File: src/rtl/shapool_ctrl_pkg.sv
// Shared definitions for the shapool job controller: state encoding,
// job/result sizes, status codes and field positions in the job register.
package shapool_ctrl_pkg;

   typedef enum logic [1:0] {
      S_LOAD   = 2'd0,
      S_RUN    = 2'd1,
      S_REPORT = 2'd2
   } state_e;

   localparam int JOB_BYTES    = 32'd46;
   localparam int RESULT_BYTES = 32'd5;
   localparam int JOB_BITS     = JOB_BYTES * 32'd8;

   localparam logic [5:0] LAST_JOB_IDX = 6'(JOB_BYTES - 32'd1);
   localparam logic [2:0] LAST_RES_IDX = 3'(RESULT_BYTES - 32'd1);

   localparam logic [7:0] ST_EXHAUSTED = 8'h00;
   localparam logic [7:0] ST_FOUND     = 8'h01;
   localparam logic [7:0] ST_HALTED    = 8'h02;

   // Field widths and LSB offsets; the first byte received lands in the MSB.
   localparam int SHA_STATE_W    = 32'd256;
   localparam int MSG_HEAD_W     = 32'd96;
   localparam int DIFF_W         = 32'd8;
   localparam int NONCE_MSB_W    = 32'd8;
   localparam int NONCE_MSB_LSB  = 32'd0;
   localparam int DIFF_LSB       = NONCE_MSB_LSB + NONCE_MSB_W;
   localparam int MSG_HEAD_LSB   = DIFF_LSB + DIFF_W;
   localparam int SHA_STATE_LSB  = MSG_HEAD_LSB + MSG_HEAD_W;

endpackage

File: src/rtl/shapool_ctrl_job_shift_reg.sv
// Byte-wide job shift register: accepted bytes shift in MSB-first, a byte
// counter tracks progress, and done pulses on the byte that completes a job.
module job_shift_reg
   import shapool_ctrl_pkg::*;
(
   input  logic                clk,
   input  logic                reset,
   input  logic                shift_en,
   input  logic [7:0]          byte_in,
   output logic [JOB_BITS-1:0] job,
   output logic                done
);

   logic [JOB_BITS-1:0] job_d, job_q;
   logic [5:0]          cnt_d, cnt_q;

   // Shift an accepted byte in and count it; wrap the count on the last byte.
   always_comb begin
      job_d = job_q;
      cnt_d = cnt_q;
      done  = 1'b0;
      if (shift_en) begin
         job_d = {job_q[JOB_BITS-9:0], byte_in};
         if (cnt_q == LAST_JOB_IDX) begin
            cnt_d = 6'd0;
            done  = 1'b1;
         end else begin
            cnt_d = cnt_q + 6'd1;
         end
      end else begin
         job_d = job_q;
      end
   end

   // Job register and byte counter; reset discards any partial job.
   always_ff @(posedge clk) begin
      if (reset) begin
         job_q <= {JOB_BITS{1'b0}};
         cnt_q <= 6'd0;
      end else begin
         job_q <= job_d;
         cnt_q <= cnt_d;
      end
   end

   assign job = job_q;

endmodule

File: src/rtl/shapool_ctrl.sv
// Job-side controller for the shapool hashing core: loads a 46-byte job,
// holds the core out of reset for a bounded number of nonce rounds, then
// streams a 5-byte result (status + nonce) back to the host.
module shapool_ctrl
   import shapool_ctrl_pkg::*;
#(
   parameter int MAX_ROUNDS   = 32'd100,
   parameter int ROUND_CYCLES = 32'd64
)(
   input  logic         clk,
   input  logic         reset,
   input  logic [7:0]   in_data,
   input  logic         in_valid,
   output logic         in_ready,
   output logic [7:0]   out_data,
   output logic         out_valid,
   input  logic         out_ready,
   input  logic         halt,
   output logic [255:0] sha_state,
   output logic [95:0]  message_head,
   output logic [7:0]   difficulty,
   output logic [7:0]   nonce_start_MSB,
   output logic         pool_reset_n,
   input  logic         success,
   input  logic [31:0]  nonce,
   output logic         busy
);

   localparam int               TOTAL_CYCLES = MAX_ROUNDS * ROUND_CYCLES;
   localparam int               CYC_W        = $clog2(TOTAL_CYCLES + 32'd1);
   localparam logic [CYC_W-1:0] CYC_LAST     = CYC_W'(TOTAL_CYCLES - 32'd1);
   localparam logic [CYC_W-1:0] CYC_ONE      = CYC_W'(32'd1);

   state_e              state_d, state_q;
   logic [CYC_W-1:0]    cyc_d, cyc_q;
   logic [2:0]          res_idx_d, res_idx_q;
   logic [7:0]          status_d, status_q;
   logic [31:0]         nonce_d, nonce_q;
   logic [JOB_BITS-1:0] job_s;
   logic                job_done_s;
   logic                shift_en_s;

   // Bytes are only taken while loading; in_ready already encodes that.
   assign shift_en_s = in_valid & in_ready;

   job_shift_reg u_job (
      .clk      (clk),
      .reset    (reset),
      .shift_en (shift_en_s),
      .byte_in  (in_data),
      .job      (job_s),
      .done     (job_done_s)
   );

   assign sha_state       = job_s[SHA_STATE_LSB +: SHA_STATE_W];
   assign message_head    = job_s[MSG_HEAD_LSB +: MSG_HEAD_W];
   assign difficulty      = job_s[DIFF_LSB +: DIFF_W];
   assign nonce_start_MSB = job_s[NONCE_MSB_LSB +: NONCE_MSB_W];

   // Handshake and core-control outputs depend on the state register only.
   always_comb begin
      in_ready     = 1'b0;
      out_valid    = 1'b0;
      busy         = 1'b0;
      pool_reset_n = 1'b0;
      case (state_q)
         S_LOAD: begin
            in_ready = 1'b1;
         end
         S_RUN: begin
            busy         = 1'b1;
            pool_reset_n = 1'b1;
         end
         S_REPORT: begin
            out_valid = 1'b1;
         end
         default: begin
            in_ready = 1'b0;
         end
      endcase
   end

   // Result byte offered to the host: status first, then nonce MSB-first.
   always_comb begin
      out_data = 8'h00;
      if (state_q == S_REPORT) begin
         case (res_idx_q)
            3'd0:    out_data = status_q;
            3'd1:    out_data = nonce_q[31:24];
            3'd2:    out_data = nonce_q[23:16];
            3'd3:    out_data = nonce_q[15:8];
            3'd4:    out_data = nonce_q[7:0];
            default: out_data = 8'h00;
         endcase
      end else begin
         out_data = 8'h00;
      end
   end

   // Next-state logic: load -> run -> report -> load, with success taking
   // priority over halt, and halt over round exhaustion.
   always_comb begin
      state_d   = state_q;
      cyc_d     = cyc_q;
      res_idx_d = res_idx_q;
      status_d  = status_q;
      nonce_d   = nonce_q;
      case (state_q)
         S_LOAD: begin
            if (job_done_s) begin
               state_d = S_RUN;
               cyc_d   = {CYC_W{1'b0}};
            end else begin
               state_d = S_LOAD;
            end
         end
         S_RUN: begin
            if (success) begin
               nonce_d   = nonce;
               status_d  = ST_FOUND;
               state_d   = S_REPORT;
               cyc_d     = {CYC_W{1'b0}};
               res_idx_d = 3'd0;
            end else if (halt) begin
               nonce_d   = nonce;
               status_d  = ST_HALTED;
               state_d   = S_REPORT;
               cyc_d     = {CYC_W{1'b0}};
               res_idx_d = 3'd0;
            end else if (cyc_q == CYC_LAST) begin
               nonce_d   = nonce;
               status_d  = ST_EXHAUSTED;
               state_d   = S_REPORT;
               cyc_d     = {CYC_W{1'b0}};
               res_idx_d = 3'd0;
            end else begin
               cyc_d = cyc_q + CYC_ONE;
            end
         end
         S_REPORT: begin
            if (out_ready) begin
               if (res_idx_q == LAST_RES_IDX) begin
                  res_idx_d = 3'd0;
                  state_d   = S_LOAD;
               end else begin
                  res_idx_d = res_idx_q + 3'd1;
               end
            end else begin
               res_idx_d = res_idx_q;
            end
         end
         default: begin
            state_d = S_LOAD;
         end
      endcase
   end

   // State, run counter, result index and captured result registers.
   always_ff @(posedge clk) begin
      if (reset) begin
         state_q   <= S_LOAD;
         cyc_q     <= {CYC_W{1'b0}};
         res_idx_q <= 3'd0;
         status_q  <= 8'h00;
         nonce_q   <= 32'h0000_0000;
      end else begin
         state_q   <= state_d;
         cyc_q     <= cyc_d;
         res_idx_q <= res_idx_d;
         status_q  <= status_d;
         nonce_q   <= nonce_d;
      end
   end

endmodule
File: config.mk
export PLATFORM = sky130hd
export DESIGN_NAME = shapool_ctrl
export DESIGN_NICKNAME = d
export VERILOG_FILES = /design/src/rtl/shapool_ctrl_pkg.sv /design/src/rtl/shapool_ctrl_job_shift_reg.sv /design/src/rtl/shapool_ctrl.sv
export SDC_FILE = /design/constraint.sdc
export NUM_CORES = 1
export LEC_CHECK = 0
export ABC_AREA = 1
export BUFFER_PORTS_ARGS = -buffer_cell sky130_fd_sc_hd__buf_4
export CORE_ASPECT_RATIO = 0.9
export CORE_MARGIN = 2
export CORE_UTILIZATION = 35
export CTS_CLUSTER_SIZE = 16
export DETAILED_ROUTE_END_ITERATION = 8
export PLACE_DENSITY = 0.54
export SLEW_MARGIN = 20
export SYNTH_ARGS = -nofsm -noshare
export SYNTH_HDL_FRONTEND = slang
export SYNTH_SLANG_ARGS = --single-unit
File: constraint.sdc
create_clock -name clk -period 3.65 [get_ports clk]
set_clock_uncertainty 0.05 [all_clocks]
set_input_delay 0.365 -clock clk [delete_from_list [all_inputs] [get_ports clk]]
set_output_delay 0.365 -clock clk [all_outputs]
set_load 0.02 [all_outputs]
; Word level (Yosys, flattened, before mapping)
; Index checks and enable logic that the tools add are counted.
; Widths: inputs -> output; s select.
[word_totals]
reg_bits = 432
output_inout_bits = 380
[classes]
addsub = 3
n_eq_ne = 12
n_bitwise = 1
reduce_logical = 9
n_mux = 32
[ops]
columns = operator, count
row1 = $mux 32, 3
row2 = $mux 13, 4
row3 = $pmux 8 s5, 1
row4 = $mux 8, 4
row5 = $pmux 13 s2, 1
row6 = $mux 3, 5
row7 = $add 13x1->13 const B, 1
row8 = $eq 13x13->1 const B, 1
row9 = $mux 2, 5
row10 = $add 6x1->6 const B, 1
row11 = $eq 3x2->1 const B, 2
row12 = $eq 6x6->1 const B, 1
row13 = $mux 1, 6
row14 = $mux 6, 1
row15 = $pmux 2 s3, 1
row16 = $pmux 3 s2, 1
row17 = $reduce_and 3->1, 2
row18 = $ne 2x2->1 const B, 2
row19 = $ne 4x4->1 const B, 1
row20 = $reduce_and 2->1, 2
row21 = $reduce_bool 2->1, 2
row22 = $add 3x1->3 const B, 1
row23 = $eq 3x1->1 const B, 1
row24 = $eq 3x3->1 const B, 1
row25 = 7 further kinds, 7

; Longest topological paths before layout
; Gate-level depths: netlist (run 1).
[depth]
ltp_word = 6
depth_mapped = 11
depth_no_buf = 11

; Cells and area by module
; Synthesis (run 1) repeated with hierarchy kept, for this count alone.
[hier_totals]
cells_unflattened = 1999
hier_area_um2 = 15538.7
[modules_own_cells]
columns = mod, instances, seq_area_each_um2, cells_per_inst, area_each_um2
row1 = job_shift_reg, 1, 7487.2, 1646, 12929.9
row2 = shapool_ctrl, 1, 1041.0, 353, 2608.8

; Least setup slack after synthesis (run 1)
; No wires, ideal clock.
[synth_timing]
path_type = register -> output
start = register res_idx_q[0]
end = output port out_data[0]
arrival_time_ns = 1.430
t_required_ns = 3.235
slack_ns = 1.805
path_stages_with_launch = 7
path_buffers = 1
cell_sequence = dfxtp_1 -> ha_1 -> ha_1 -> buf_1 -> a22o_1 -> inv_1 -> a21oi_1
[synth_via]
elab_chain_cells = 3
elab_cells_between_ends = 7
[synth_lines]
columns = item, line
row1 = "start, declared", shapool_ctrl.sv:36  ; logic [2:0] res_idx_d, res_idx_q;
row2 = "start signal, assigned", shapool_ctrl.sv:169  ; res_idx_q <= res_idx_d;
row3 = "$eq 3x3->1, or another cell as far along", shapool_ctrl.sv:87  ; case (res_idx_q)
row4 = $pmux 8 s5 (*), shapool_ctrl.sv:87
row5 = $mux 8 (*), shapool_ctrl.sv:86  ; if (state_q == S_REPORT) begin
row6 = "end, declared", shapool_ctrl.sv:15  ; output logic [7:0] out_data,
; Mark *: on every way between the ends. The rest lies on a longest branch, timed or not.

; Final worst setup path (run 1)
[layout_timing]
start = register res_idx_q[0]
end = output port out_data[1]
; The elaborated chain is that of the path after synthesis.

==> impl_metrics.yaml, run 1 <==
cts:
  htreeDepth: 2
  clock_sinks: 426
  root_buffer: "clkbuf_16"
  insertion_delay_ps: 590
  clk_pin_slew_ps: 60
  cts_tree: "built"
  clockBufferDepth: 3
  cts_resized: 0
  cts_buffers: 46
grt:
  grt_max_degree: 217
  grt-ovfl-total: 0
  globalRouteTotalUtil_pct: 20.14
  antenna_found_initial: 0
  grt_pass1_wl_mm: 74.18
  grt_pass1_vias: 13140
placement:
  dp.cells: 2892
  place.gp.congestion: 0.8157
  port_buffers: 425
  place_hpwl_mm: 31.89
finish:
  fin_nets: 2415
  area_growth_pct: 32.66
  drive_gt1_share_pct: 23.23
  layout_commonest_cell: "nor2_1"
  layoutNonFillerInstCount: 2993
  final_util_pct: 46.96
  final_cell_mix: "nor2_1, buf_4, dfxtp_1, o21ai_0, nand2_1"
  diodes: 0
pwr:
  power_frac_clock_pct: 41.7
  p_comb_share_pct: 12.4
  switching_share_pct: 27.01
  power_density_mw_per_mm2: 539.3
  p_leak_nw: 9.130
  intPower_mw: 8.139
  p_seq_share_pct: 45.9
  vdd_drop_max_mv: 0.3747
  switchingPower_mw: 3.011
critical_path:
  critPathLaunch: "res_idx_q[0]"
  cp.arrival_ps: 2350
  cp-end-kind: "output port"
  timing.rr.start: "state_q[0]"
  r2r_slack_ps: 1380
  cp-start-kind: "flop"
  r2r_cells: 7
  worstSetupEndpoint: "out_data[1]"
  crit_required_ps: 3230
  path_max_fanout: 9
  crit_type: "reg -> out"
  r2r-end: "u_job.job[358]"
floorplan:
  start_util_pct: 35.40
  rows: 73
  io_pins: 426
  die_w_um: 226.4
  core_mm2: 0.04402
  dieHeight_um: 204.2
  die_area_mm2: 0.04624
synth:
  synth_nets: 2052
  netlist_area_mm2: 0.01559
  async_flop_share_pct: 0
  synth_seq_area_share_pct: 54.72
  ys_ff_latch: 426
  synth_edf_count: 0
  syn_inst: 1995
  ys.warnings.count: 0
  syn_avg_cell_area_um2: 7.813
  synthFlopType: "dfxtp_1"
  yosysUniqueCellTypes: 39
min_path:
  hp-class: "in -> reg"
  whs_path_depth: 3
  hp-start: "nonce[0]"
timing:
  finalHoldViolCount: 0
  final.setup.tns_ps: 0
  layout_min_cycle_time_ps: 2770
  maxSlewViolCount: 0
  setup_viol: 0
  slew_headroom_pct: 39.44
  fin_crit_sh_pct: 75.88
  fmax_mhz: 361.1
  worstMarginPinSlew_ps: 908.4
  grt_setup_unrepaired: "no"
route:
  routed_wl_mm: 48.24
  ant_nets: 0
  firstDrtPassIters: 7
  drt_iter0_markers: 1094
  routed_via_density: 4.711
  vias: 14100
  drc: 0
  wire_per_inst_um: 16.12
status:
  outcome: "completed"
flow_run:
  maxCapViolCount: 0
-- worst max-delay path: stages (launching register included) --
cell and delay (ps):
dfxtp_1 380, inv_1 100, ha_1 230, nand2_1 90
clkinv_1 260, a221oi_1 400, a21oi_1 150, buf_4 180
-- sequential cells by signal, indices dropped and copies added, names as in the netlist --
register,cells
res_idx_q,3
cyc_q,13
status_q,2
nonce_q,32
u_job.job,368
u_job.cnt_q,6
state_q,2
-- Yosys cell counts, drive strengths merged, types with 4 or more instances --
library cell	count	area share (%)
nor2	774	19
dfxtp	426	55
o21ai	375	12
nand2	111	2.9
clkbuf	80	1.9
buf	61	2.7
a21oi	45	1.7
nand3	45	2.0
inv	36	0.87
ha	11	0.88
a41oi	6	0.34
nor3	6	0.22
xor2	4	0.22
-- kinds of logic (layout without fill, tap and decap cells) --
kind of cell    after synthesis  count (layout)  share of synthesized area, %
simple gates                941             941                         24.09
buf+inv                     178             576                         5.515
fa+ha+maj                    11              11                        0.8830
compound gates              433             433                         14.46
flops                       426             426                         54.72
xor+xnor                      6               6                        0.3372
-- routing by layer --
layer,global-route usage (%),share of wire (%),up-vias
li1,-,-,7141
met1,25.77,44,6518
met2,31.37,45,361
met3,7.030,8.1,81
met4,7.284,3.2,0
met5,0,0,-
-- through the flow --
| stage | cell area [um^2] | power [mW] | setup WS [ps] | hold WS [ps] |
|---|---|---|---|---|
| 5_1_grt | 20680 | 11.63 | 680.0 | 7.888 |
| 3_5_place_dp | 18980 | 6.600 | 1320 | 405.6 |
| 3_3_place_gp | 18980 | 6.590 | 1394 | 399.9 |
| 2_1_floorplan | 15590 | 5.957 | 1805 | 388.7 |
| 4_1_cts | 20670 | 11.29 | 853.6 | 0.2596 |
| 6_report | 20680 | 11.15 | 880.3 | 35.54 |
-- worst min path at each step --
stage | end | slack (ps)
2_1_floorplan | nonce_q[16] | 390
3_3_place_gp | nonce_q[29] | 400
3_5_place_dp | nonce_q[23] | 410
4_1_cts | nonce_q[8] | 0.3
5_1_grt | nonce_q[8] | 8
6_report | nonce_q[0] | 40
-- final cells by class --
| type | instances | area [um^2] |
|---|---|---|
| Clock buffer | 69 | 1389 |
| Clock inverter | 14 | 120.1 |
| Fill cell | 4446 | 23350 |
| Inverter | 37 | 153.9 |
| Multi-Input combinational cell | 1391 | 6212 |
| Sequential cell | 426 | 8528 |
| Tap cell | 600 | 750.7 |
| Timing Repair Buffer | 456 | 3522 |
-- what timing repair did --
action	in CTS	in global routing
hold endpoints to repair	18	0
hold buffers	18	0
buffers inserted	0	0
endpoints found under the setup margin	0	0
-- power by group through the flow --
| stage | Clock [mW] | Sequential (mW) | Combinational, mW |
|---|---|---|---|
| finish | 4.65 | 5.12 | 1.38 |
| global route | 4.96 | 5.16 | 1.51 |
| CTS | 4.77 | 5.12 | 1.40 |
| detailed placement | 0 | 5.22 | 1.38 |
| global placement | 0 | 5.21 | 1.38 |
| floorplan | 0 | 5.47 | 0.482 |
Note: power is estimated with default switching activity, not from simulation.
==> run 2: changes to the inputs <==
--- a/config.mk
+++ b/config.mk
@@ -5,7 +5,7 @@
 export SDC_FILE = /design/constraint.sdc
 export NUM_CORES = 1
 export LEC_CHECK = 0
-export ABC_AREA = 1
+export ABC_AREA = 0
 export BUFFER_PORTS_ARGS = -buffer_cell sky130_fd_sc_hd__buf_4
 export CORE_ASPECT_RATIO = 0.9
 export CORE_MARGIN = 2
==> constraint.sdc (replaced) <==
create_clock -name clk -period 2.76 [get_ports clk]
set_clock_uncertainty 0.05 [all_clocks]
set_input_delay 0.276 -clock clk [delete_from_list [all_inputs] [get_ports clk]]
set_output_delay 0.276 -clock clk [all_outputs]
set_load 0.02 [all_outputs]
==> run 2 against run 1 <==
Against the previous run: synthesized area fell by 1.1%; sequential power up 21%; largest power group is now clock; design area grew 2.4%; wire length grew 2.5%.
==> impl_metrics.yaml, run 2 <==
finish:
  fillers: 4263
  layoutNonFillerInstCount: 2952
  largest_reg_flops: 368
  drive_gt1_share_pct: 22.32
  final_area_mm2: 0.02117
  diodes: 0
  area_growth_pct: 37.36
  final_util_pct: 48.96
  final_cell_mix: "nand2_1, buf_4, a21oi_1, dfxtp_1, clkbuf_16"
  fin_nets: 2417
  layout_commonest_cell: "nand2_1"
placement:
  dp.cells: 2822
  place_hpwl_mm: 33.07
  dp_slack_ps: 418.0
  port_buffers: 425
  postPlaceCellArea_mm2: 0.01906
  place.gp.congestion: 0.8262
pwr:
  switching_share_pct: 22.11
  p_leak_nw: 7.950
  intPower_mw: 10.41
  vdd_drop_max_mv: 0.4303
  switchingPower_mw: 2.955
  p_seq_share_pct: 46.2
  p_comb_share_pct: 3.8
  power_frac_clock_pct: 50.0
  power_density_mw_per_mm2: 631.2
timing:
  grt_setup_unrepaired: "no"
  setup_viol: 0
  slew_headroom_pct: 38.27
  maxSlewViolCount: 0
  worstMarginPinSlew_ps: 925.0
  layout_min_cycle_time_ps: 2569
  setup_slack_ps: 191.2
  fmax_mhz: 389.3
  final.setup.tns_ps: 0
  finalHoldViolCount: 0
  fin_crit_sh_pct: 93.07
grt:
  grt_pass1_vias: 13620
  grt-ovfl-total: 0
  globalRouteTotalUtil_pct: 20.89
  grt_pass1_wl_mm: 76.76
  grt_max_degree: 172
  antenna_found_initial: 0
synth:
  async_flop_share_pct: 0
  ys.warnings.count: 0
  syn_avg_cell_area_um2: 7.827
  synth.most_common_cell: "nand2_1"
  synth.area.top_cells: "dfxtp_1, nand2_1, a21oi_1"
  synth_common_cells: "nand2_1, a21oi_1, dfxtp_1"
  synth_nets: 2026
  yosysUniqueCellTypes: 50
  synthFlopType: "dfxtp_1"
  ys_ff_latch: 426
  synth_seq_area_share_pct: 55.33
  synth_area_leader_cell: "dfxtp_1"
  yosysTopAreaCellShare_pct: 55.33
  netlist_area_mm2: 0.01541
  syn_inst: 1969
  synth_edf_count: 0
route:
  routed_via_density: 4.907
  drc: 0
  ant_nets: 0
  routed_wl_mm: 49.44
  drt_iter0_markers: 1066
  vias: 14490
  firstDrtPassIters: 5
  wire_per_inst_um: 16.75
critical_path:
  cp_slowest_cell: "dfxtp_1"
  cp_num_buf_inv: 2
  path_max_fanout: 12
  cp-end-kind: "output port"
  crit_family: "compound AO/OA/AOI/OAI gates"
  cp_cell_sequence: "inv_1 > ha_1 > nor2b_1 > a222oi_1 > a21oi_1 > buf_4"
  slowest_delay_ps: 380
  cp.arrival_ps: 2240
  crit_type: "reg -> out"
  cp-start-kind: "flop"
  crit_required_ps: 2430
cts:
  clock_sinks: 426
  insertion_delay_ps: 570
  cts_buffers: 47
  cts_setup_buffers: 0
  clk_pin_slew_ps: 60
  root_buffer: "clkbuf_16"
  clockBufferDepth: 3
  htreeDepth: 2
  cts_tree: "built"
min_path:
  hp-class: "in -> reg"
floorplan:
  core_mm2: 0.04324
  die_area_mm2: 0.04573
  die_w_um: 225.2
  io_pins: 426
  dieHeight_um: 203.1
  rows: 72
  start_util_pct: 35.64
status:
  outcome: "completed"
flow_run:
  maxCapViolCount: 0
==> run 2: cells by family after synthesis <==
family / synth area share, %
AO/OA/AOI/OAI: 17.41
XOR/XNOR: 0.2841
adder cells (fa/ha/maj): 0.8930
buffers and inverters: 3.970
flip-flops: 55.33
AND/OR/NAND/NOR: 22.11
==> run 2: path summary, 6_finish.rpt <==
kind	slack, ps	end	startpoint	cells past startpoint
setup / recovery	190	out_data[0]	res_idx_q[0]	6
hold / removal	70	state_q[1]	out_ready	4
setup reg to reg	530	cyc_q[6]	state_q[0]	6
hold reg to reg	400	u_job.job[361]	u_job.job[361]	2
==> run 2: area by class of cell <==
cell class	count	area (um^2)	area share, %
Timing Repair Buffer	492	3936	18.59
Clock buffer	68	1398	6.602
Inverter	12	45.04	0.2128
Multi-Input combinational cell	1381	6299	29.75
Tap cell	555	694.4	3.280
Sequential cell	426	8528	40.28
Clock inverter	18	270.3	1.277
==> run 2: tightest hold or removal path, stage by stage <==
cell	delay (ps)
buf_4	90
nand3_1	70
nand2_1	120
a211oi_1	80
==> run 2: power groups by stage <==
stage,clock [mW],combinational [mW],sequential [mW]
floorplan,0,0.261,6.33
global placement,0,0.457,6.32
detailed placement,0,0.459,6.32
CTS,6.85,0.508,6.18
global route,7.11,0.550,6.18
finish,6.68,0.505,6.18
==> run 2: through the flow <==
step	total power [mW]	hold WS (ps)
2_1_floorplan	6.590	362.0
3_3_place_gp	6.773	392.7
3_5_place_dp	6.774	398.2
4_1_cts	13.54	41.92
5_1_grt	13.84	106.3
6_report	13.36	72.46
==> run 2: layer usage <==
layer	track usage, %	part of all wire, %
met1	26.90	43
met3	6.512	7.5
met2	32.76	46
met4	7.852	3.2
met5	0	0
==> run 2: what timing repair did <==
action                     in CTS  in global routing
hold endpoints to repair       50                  0
setup endpoints to repair       0                  5
resized for setup               0                  1
hold buffers                   44                  0
